File: config.mk
export PLATFORM = sky130hd
export DESIGN_NAME = alu_seq
export DESIGN_NICKNAME = d
export VERILOG_FILES = /design/src/rtl/alu_seq.sv
export SDC_FILE = /design/constraint.sdc
export NUM_CORES = 2
export LEC_CHECK = 0
export ABC_AREA = 1
export CORE_MARGIN = 3
export CORE_UTILIZATION = 68
export CTS_BUF_LIST = sky130_fd_sc_hd__clkbuf_4 sky130_fd_sc_hd__clkbuf_8 sky130_fd_sc_hd__clkbuf_16
export DETAILED_ROUTE_END_ITERATION = 7
export PLACE_DENSITY_LB_ADDON = 0.15
export SYNTH_ARGS = -nofsm -noshare
export SYNTH_HDL_FRONTEND = slang
export SYNTH_SLANG_ARGS = --single-unit
export TNS_END_PERCENT = 100
File: constraint.sdc
create_clock -name clk -period 5.6 [get_ports clk]
set_input_delay 1.12 -clock clk [delete_from_list [all_inputs] [get_ports clk]]
set_output_delay 1.12 -clock clk [all_outputs]
set_load 0.02 [all_outputs]
File: src/rtl/alu_seq.sv
// alu_seq: registered EX-stage ALU with iterative radix-2 mult/div and HI/LO.
// Ports: clk, rst_n (async, active low), flush | in_valid/in_ready,
//   alu_code, a, b | out_valid, result, overflow, hi, lo, busy.
module alu_seq #(
    parameter int WIDTH = 32,
    parameter int SHW   = 5,
    parameter int CNT_W = 6
) (
    input  logic             clk,
    input  logic             rst_n,
    input  logic             flush,
    input  logic             in_valid,
    output logic             in_ready,
    input  logic [4:0]       alu_code,
    input  logic [WIDTH-1:0] a,
    input  logic [WIDTH-1:0] b,
    output logic             out_valid,
    output logic [WIDTH-1:0] result,
    output logic             overflow,
    output logic [WIDTH-1:0] hi,
    output logic [WIDTH-1:0] lo,
    output logic             busy
);
    localparam logic [4:0] OP_ADD   = 5'd0;
    localparam logic [4:0] OP_AND   = 5'd1;
    localparam logic [4:0] OP_XOR   = 5'd2;
    localparam logic [4:0] OP_OR    = 5'd3;
    localparam logic [4:0] OP_NOR   = 5'd4;
    localparam logic [4:0] OP_SUB   = 5'd5;
    localparam logic [4:0] OP_ANDI  = 5'd6;
    localparam logic [4:0] OP_XORI  = 5'd7;
    localparam logic [4:0] OP_ORI   = 5'd8;
    localparam logic [4:0] OP_JR    = 5'd9;
    localparam logic [4:0] OP_BEQ   = 5'd10;
    localparam logic [4:0] OP_BNE   = 5'd11;
    localparam logic [4:0] OP_BGEZ  = 5'd12;
    localparam logic [4:0] OP_BGTZ  = 5'd13;
    localparam logic [4:0] OP_BLEZ  = 5'd14;
    localparam logic [4:0] OP_BLTZ  = 5'd15;
    localparam logic [4:0] OP_SLL   = 5'd16;
    localparam logic [4:0] OP_SRL   = 5'd17;
    localparam logic [4:0] OP_SRA   = 5'd18;
    localparam logic [4:0] OP_SLT   = 5'd19;
    localparam logic [4:0] OP_SLTU  = 5'd20;
    localparam logic [4:0] OP_MULT  = 5'd21;
    localparam logic [4:0] OP_MULTU = 5'd22;
    localparam logic [4:0] OP_DIV   = 5'd23;
    localparam logic [4:0] OP_DIVU  = 5'd24;
    localparam logic [4:0] OP_MFHI  = 5'd25;
    localparam logic [4:0] OP_MFLO  = 5'd26;
    localparam logic [4:0] OP_MTHI  = 5'd27;
    localparam logic [4:0] OP_MTLO  = 5'd28;

    localparam int MSB = WIDTH - 1;
    localparam int IMW = (WIDTH < 16) ? WIDTH : 16;
    localparam logic [WIDTH-1:0] MIN  = {1'b1, {(WIDTH-1){1'b0}}};
    localparam logic [WIDTH-1:0] ONES = '1;

    typedef enum logic [1:0] {
        IDLE = 2'd0,
        RUN  = 2'd1,
        FIX  = 2'd2
    } state_t;

    state_t state, state_nx;

    // Issue register: every op is captured here first, giving the
    // one-edge latency for single-cycle ops and one setup edge for mult/div.
    logic             op_valid;
    logic [4:0]       op_code;
    logic [WIDTH-1:0] op_a, op_b;

    logic             is_mul, is_div, is_sgn, op_multi, start, accept;
    logic             a_neg, b_neg;
    logic [WIDTH-1:0] a_mag, b_mag;

    logic [CNT_W-1:0] counter;
    logic [WIDTH-1:0] acc, q, m;
    logic             div_r, neg_q, neg_r, dz, fault;

    assign is_mul   = (op_code == OP_MULT) || (op_code == OP_MULTU);
    assign is_div   = (op_code == OP_DIV) || (op_code == OP_DIVU);
    assign is_sgn   = (op_code == OP_MULT) || (op_code == OP_DIV);
    assign op_multi = is_mul || is_div;

    assign start    = (state == IDLE) && op_valid && op_multi;
    assign in_ready = (state == IDLE) && !(op_valid && op_multi);
    assign accept   = in_valid && in_ready && !flush;
    assign busy     = (state != IDLE);

    assign a_neg = is_sgn && op_a[MSB];
    assign b_neg = is_sgn && op_b[MSB];
    assign a_mag = a_neg ? -op_a : op_a;
    assign b_mag = b_neg ? -op_b : op_b;

    // Single-cycle datapath
    logic [WIDTH-1:0] sum, diff, imm, sc_res;
    logic [SHW-1:0]   sh;
    logic             sc_ovf;

    assign sum  = op_a + op_b;
    assign diff = op_a - op_b;
    assign sh   = op_a[SHW-1:0];

    always_comb begin
        imm = '0;
        imm[IMW-1:0] = op_b[IMW-1:0];
    end

    always_comb begin
        sc_res = '0;
        sc_ovf = 1'b0;
        unique case (op_code)
            OP_ADD: begin
                sc_res = sum;
                sc_ovf = (op_a[MSB] == op_b[MSB]) && (sum[MSB] != op_a[MSB]);
            end
            OP_SUB: begin
                sc_res = diff;
                sc_ovf = (op_a[MSB] != op_b[MSB]) && (diff[MSB] != op_a[MSB]);
            end
            OP_AND:  sc_res = op_a & op_b;
            OP_XOR:  sc_res = op_a ^ op_b;
            OP_OR:   sc_res = op_a | op_b;
            OP_NOR:  sc_res = ~(op_a | op_b);
            OP_ANDI: sc_res = op_a & imm;
            OP_XORI: sc_res = op_a ^ imm;
            OP_ORI:  sc_res = op_a | imm;
            OP_JR:   sc_res = op_a;
            OP_BEQ:  sc_res = WIDTH'(op_a == op_b);
            OP_BNE:  sc_res = WIDTH'(op_a != op_b);
            OP_BGEZ: sc_res = WIDTH'(!op_a[MSB]);
            OP_BGTZ: sc_res = WIDTH'(!op_a[MSB] && (op_a != '0));
            OP_BLEZ: sc_res = WIDTH'(op_a[MSB] || (op_a == '0));
            OP_BLTZ: sc_res = WIDTH'(op_a[MSB]);
            OP_SLL:  sc_res = op_b << sh;
            OP_SRL:  sc_res = op_b >> sh;
            OP_SRA:  sc_res = $signed(op_b) >>> sh;
            OP_SLT:  sc_res = WIDTH'($signed(op_a) < $signed(op_b));
            OP_SLTU: sc_res = WIDTH'(op_a < op_b);
            OP_MFHI: sc_res = hi;
            OP_MFLO: sc_res = lo;
            OP_MTHI: sc_res = op_a;
            OP_MTLO: sc_res = op_a;
            default: sc_res = '0;
        endcase
    end

    // Iterative engine: acc holds the running high half / remainder,
    // q the multiplier being shifted out / dividend shifting into quotient.
    logic [WIDTH:0] madd, trial, tsub;

    assign madd  = {1'b0, acc} + (q[0] ? {1'b0, m} : '0);
    assign trial = {acc, q[MSB]};
    assign tsub  = trial - {1'b0, m};

    logic [2*WIDTH-1:0] prod, prod_fix;
    logic [WIDTH-1:0]   hi_fix, lo_fix;

    assign prod     = {acc, q};
    assign prod_fix = neg_q ? -prod : prod;

    // Divide-by-zero leaves the dividend magnitude in acc, so restoring
    // its sign yields hi = a; MIN/-1 falls out naturally as lo = MIN.
    always_comb begin
        hi_fix = prod_fix[2*WIDTH-1:WIDTH];
        lo_fix = prod_fix[WIDTH-1:0];
        if (div_r) begin
            hi_fix = neg_r ? -acc : acc;
            lo_fix = dz ? ONES : (neg_q ? -q : q);
        end
    end

    always_comb begin
        state_nx = state;
        unique case (state)
            IDLE: if (start) state_nx = RUN;
            RUN:  if (counter == CNT_W'(1)) state_nx = FIX;
            FIX:  state_nx = IDLE;
            default: state_nx = IDLE;
        endcase
        if (flush) state_nx = IDLE;
    end

    always_ff @(posedge clk or negedge rst_n) begin
        if (!rst_n) begin
            state <= IDLE;
        end else begin
            state <= state_nx;
        end
    end

    always_ff @(posedge clk or negedge rst_n) begin
        if (!rst_n) begin
            op_valid <= 1'b0;
            op_code  <= '0;
            op_a     <= '0;
            op_b     <= '0;
        end else begin
            op_valid <= accept;
            if (accept) begin
                op_code <= alu_code;
                op_a    <= a;
                op_b    <= b;
            end
        end
    end

    always_ff @(posedge clk or negedge rst_n) begin
        if (!rst_n) begin
            counter <= '0;
            acc     <= '0;
            q       <= '0;
            m       <= '0;
            div_r   <= 1'b0;
            neg_q   <= 1'b0;
            neg_r   <= 1'b0;
            dz      <= 1'b0;
            fault   <= 1'b0;
        end else if (!flush) begin
            unique case (state)
                IDLE: begin
                    if (start) begin
                        counter <= CNT_W'(WIDTH);
                        acc     <= '0;
                        q       <= is_div ? a_mag : b_mag;
                        m       <= is_div ? b_mag : a_mag;
                        div_r   <= is_div;
                        neg_q   <= a_neg ^ b_neg;
                        neg_r   <= a_neg;
                        dz      <= is_div && (op_b == '0);
                        fault   <= is_div && ((op_b == '0) ||
                                   (is_sgn && op_a == MIN && op_b == ONES));
                    end
                end
                RUN: begin
                    counter <= counter - CNT_W'(1);
                    if (div_r) begin
                        if (!tsub[WIDTH]) begin
                            acc <= tsub[WIDTH-1:0];
                            q   <= {q[WIDTH-2:0], 1'b1};
                        end else begin
                            acc <= trial[WIDTH-1:0];
                            q   <= {q[WIDTH-2:0], 1'b0};
                        end
                    end else begin
                        acc <= madd[WIDTH:1];
                        q   <= {madd[0], q[MSB:1]};
                    end
                end
                default: ;
            endcase
        end
    end

    always_ff @(posedge clk or negedge rst_n) begin
        if (!rst_n) begin
            out_valid <= 1'b0;
            result    <= '0;
            overflow  <= 1'b0;
            hi        <= '0;
            lo        <= '0;
        end else begin
            out_valid <= 1'b0;
            if (!flush) begin
                if (state == FIX) begin
                    hi        <= hi_fix;
                    lo        <= lo_fix;
                    result    <= lo_fix;
                    overflow  <= fault;
                    out_valid <= 1'b1;
                end else if (op_valid && !op_multi) begin
                    result    <= sc_res;
                    overflow  <= sc_ovf;
                    out_valid <= 1'b1;
                    if (op_code == OP_MTHI) hi <= op_a;
                    if (op_code == OP_MTLO) lo <= op_a;
                end
            end
        end
    end
endmodule

==> results of run 1 <==
==> Yosys cell counts, drive strengths merged <==
cell / n
o21ai: 457
clkbuf: 168
xnor2: 9
a22oi: 24
nand2: 1657
a21o: 12
inv: 579
a21oi: 343
a221oi: 2
a22o: 1
mux2i: 2
fa: 4
a31o: 5
a2111oi: 1
nand3: 672
dfrtp: 277
a21boi: 15
xor2: 64
and3: 4
o211a: 2
o31ai: 5
nor2: 664
nor4: 16
o221ai: 22
o21bai: 19
buf: 79
o2111ai: 9
nor3b: 1
o21a: 8
and2: 14
o22ai: 17
nand3b: 16
or2: 26
clkinv: 4
a2bb2oi: 8
nand4: 98
ha: 170
a211oi: 2
nor3: 72
o211ai: 50
a31oi: 31
==> cell families after synthesis <==
family          synth area share (%)
compound gates                  17.8
xor+xnor                        1.98
fa+ha+maj                       6.82
buf+inv                         9.84
flops                           21.4
mux                           0.0619
simple gates                    42.1
==> layer usage <==
layer  GRT usage, %  GRT overflow
met1           69.4             0
met2           84.5             5
met3           45.7             0
met4           65.0             3
met5           19.9             0
==> stage by stage <==
| step | setup WS (ns) | instance area [sq um] |
|---|---|---|
| floorplan | 2.77 | 32400 |
| global placement | 1.76 | 34300 |
| detailed placement | 1.60 | 34300 |
| CTS | 1.83 | 35500 |
==> results_dict.tcl, run 1 <==
set metrics [dict create \
    postCtsSetupBuffers 0 \
    postCtsHoldBufs 0 \
    grt.overflow.total 8 \
    grt_pass1_wl_um 253000 \
    root_buffer "clkbuf_16" \
    ioPinCount 173 \
    fp-row-count 79 \
    syn_area_sq_mm 0.0324 \
    cts-resized-gates 0 \
    die-width_um 224 \
    ys_ff_latch 277 \
    status "stopped before the end" \
    dp_hpwl_um 123000 \
    initial_core_util_pct 69.2 \
    grt_max_degree 100 \
    synth_top_cell_by_area "dfrtp_1" \
    cts_sinks 277 \
    io_buffers 172 \
    error_message "[ERROR GRT-0116] Global routing finished with congestion. Check the congestion regions in the DRC Viewer." \
    synthTopCellsByArea "dfrtp_1, nand2_1, nand3_1, nor2_1, o21ai_0" \
    h-tree-depth 2 \
    syn_nets 5876 \
    cts-buffers-inserted 34 \
    cts.path.max_buffers 3 \
    grt_pass1_vias 41568 \
    yosysSeqAreaShare_pct 21.4 \
    grt_use_total_pct 66.5 \
    dp.cells 6214 \
    synth.avg_cell_area_sq_um 5.75 \
    failed_stage "5_1_grt" \
    ys_warn_count 0 \
    synth_cell_types 54 \
    gp_congestion 1.44 \
    die_h_um 224 \
    syn_inst 5629 \
    post-synth-top-area-fraction_pct 21.4 \
]
==> inputs of run 2 (changes only) <==
- CORE_UTILIZATION: 68 -> 40
- CTS_BUF_LIST: sky130_fd_sc_hd__clkbuf_4 sky130_fd_sc_hd__clkbuf_8 sky130_fd_sc_hd__clkbuf_16 -> default
==> results_dict.tcl, run 2 <==
set metrics [dict create \
    yosysMostFrequentCell "nand2_1" \
    yosysSeqAreaShare_pct 21.4 \
    dieArea_sq_mm 0.0844 \
    fp-row-count 103 \
    clock_skew_ns 0.0240 \
    synth_top_cell_by_area "dfrtp_1" \
    p_total_uw 19000 \
    grtUsageMet3_pct 11.1 \
    cpPeakStageDelay_ns 0.71 \
    cts_sinks 277 \
    synth.avg_cell_area_sq_um 5.75 \
    wl_um 204000 \
    mostFrequentLayoutCells "nand2_1, nand3_1, nor2_1" \
    postCtsHoldBufs 0 \
    syn_inst 5629 \
    use_met1_pct 56.4 \
    grt_antenna_before_repair 16 \
    status "finished clean" \
    grt_busiest_layer "met2" \
    cts_tree "yes" \
    dpl_cell_area_sq_mm 0.0351 \
    io_buffers 172 \
    grtUsageMet2_pct 69.9 \
    initial_core_util_pct 40.7 \
    grt_max_degree 118 \
    clk_latency_ns 0.59 \
    gp_congestion 1.12 \
    ir_worst_vdd_uv 359 \
    fmax_mhz 244 \
    crit_type "reg -> reg" \
    worstPathMaxFanout 15 \
    post-synth-top-area-fraction_pct 21.4 \
    min_period_ns 4.10 \
    slowest_stage "dfrtp_1" \
    die-width_um 290 \
    cp-start-kind "flip-flop" \
    syn_nets 5876 \
    ant_nets 0 \
    synth_edf_count 0 \
    core_region_area_sq_mm 0.0795 \
    grt.overflow.total 0 \
    vias 42350 \
    clkTransAtPathRegs_ns 0.06 \
    ys_ff_latch 277 \
    dp_hpwl_um 164000 \
    crit_arrival_ns 4.58 \
    firstDrtPassIters 7 \
    worst-path-buf-inv 2 \
    grt_pass1_vias 38076 \
    finalHoldViolCount 0 \
    path_cells "inv_1, nand3_1, inv_1, nand2_1, nand4_1, nor2_1, nand3_1, nor2_1, nand4_1, nand2_1, a21oi_1" \
    h-tree-depth 2 \
    critPathCaptureType "flip-flop" \
    cts-buffers-inserted 38 \
    cp.required_ns 6.07 \
    grt_pass1_wl_um 283000 \
    drc 0 \
    fin_hold_ws_ns 0.503 \
    max_slew.worst_pin.slew_ns 1.36 \
    rsz0062_at_grt "no" \
    wl_per_cell_um 30.1 \
    synth_cell_types 54 \
    nets 5921 \
    synth-main-ff-cell "dfrtp_1" \
    cts.path.max_buffers 3 \
    grt_use_total_pct 46.0 \
    ioPinCount 173 \
    final-setup-viol-count 0 \
    path_delay_family "simple AND/OR/NAND/NOR gates" \
    power_density_mw_per_mm2 523 \
    syn_area_sq_mm 0.0324 \
    fin_setup_tns_ns 0 \
    ys_warn_count 0 \
    period_share_pct 73.2 \
    max_cap_violations 0 \
    drt_iter0_drc 6321 \
    die_h_um 290 \
    slew-limit-headroom_pct 8.53 \
    synthTopCellsByCount "nand2_1, nand3_1, nor2_1" \
    synthArstFlopShare_pct 100 \
    postCtsSetupBuffers 0 \
    synthTopCellsByArea "dfrtp_1, nand2_1, nand3_1, nor2_1, o21ai_0" \
    root_buffer "clkbuf_16" \
    syn_to_final_growth_pct 12.4 \
    final_common_cell "nand2_1" \
    power_leakage_uw 0.0176 \
    cts-resized-gates 0 \
    routed_via_density 6.26 \
    finalMaxSlewViolations 0 \
    fin_area_sq_mm 0.0364 \
    hold_path_class "reg -> reg" \
    drive_gt1_share_pct 3.75 \
]
-- run 2: cell counts after synthesis --
Identical to the previous run, type by type.
-- run 2: path summary, 6_finish.rpt --
check / cells past startpoint / slack [ns] / start / to
worst max-delay path: 11 / 1.50 / op_code[4] / result[22]
worst min-delay path: 2 / 0.50 / result[5] / result[5]
worst max register to register: 11 / 1.50 / op_code[4] / result[22]
worst min register to register: 2 / 0.50 / result[5] / result[5]
max in group asynchronous: 2 / 3.89 / rst_n / hi[5]
min in group asynchronous: 1 / 0.54 / rst_n / acc[23]
-- run 2: where the power goes --
group          total (uW)  internal [uW]  switching (uW)
combinational       12500           3590            8890
sequential           3980           2630            1340
clock                2600           1490            1100
total               19000           7710           11300
-- run 2: worst reg2reg max path: stages (launching register included) --
cell     delay, ns
dfrtp_1       0.71
inv_1         0.42
nand3_1       0.46
inv_1         0.40
nand2_1       0.22
nand4_1       0.15
nor2_1        0.20
nand3_1       0.21
nor2_1        0.38
nand4_1       0.54
nand2_1       0.22
a21oi_1       0.09
-- run 2: metal layers --
metal | wire (um) | vias up
li1 | - | 18685
met1 | 75400 | 19960
met2 | 85900 | 2974
met3 | 23000 | 729
met4 | 19300 | 2
met5 | 15 | -
-- run 2: metrics by stage --
stage	setup slack (ns)	util [%]	std cells
3_5_place_dp	1.63	44.1	6684
5_1_grt	1.25	45.7	6752
3_3_place_gp	1.63	44.1	6684
6_report	1.50	45.8	6764
4_1_cts	1.66	45.7	6752
2_1_floorplan	2.77	-	5629
-- run 2: kinds of logic (layout without fill, tap and decap cells) --
family	count (synthesis)	after routing	synth area share [%]
xor+xnor	73	73	1.98
mux	2	2	0.0619
buf+inv	830	903	9.84
compound gates	1033	1033	17.8
simple gates	3240	3240	42.1
other cells	0	12	0
fa+ha+maj	174	174	6.82
flops	277	277	21.4
-- run 2: layout make-up --
cell class,instances,area (sq um)
clock buffer,50,1030
inverter,583,2190
multi-input combinational,4522,22300
sequential,277,6940
clock inverter,18,256
timing repair buffer,252,2350
antenna,12,30.0
fill,8768,43100
tap,1050,1310
(Power assumes the default switching activity.)
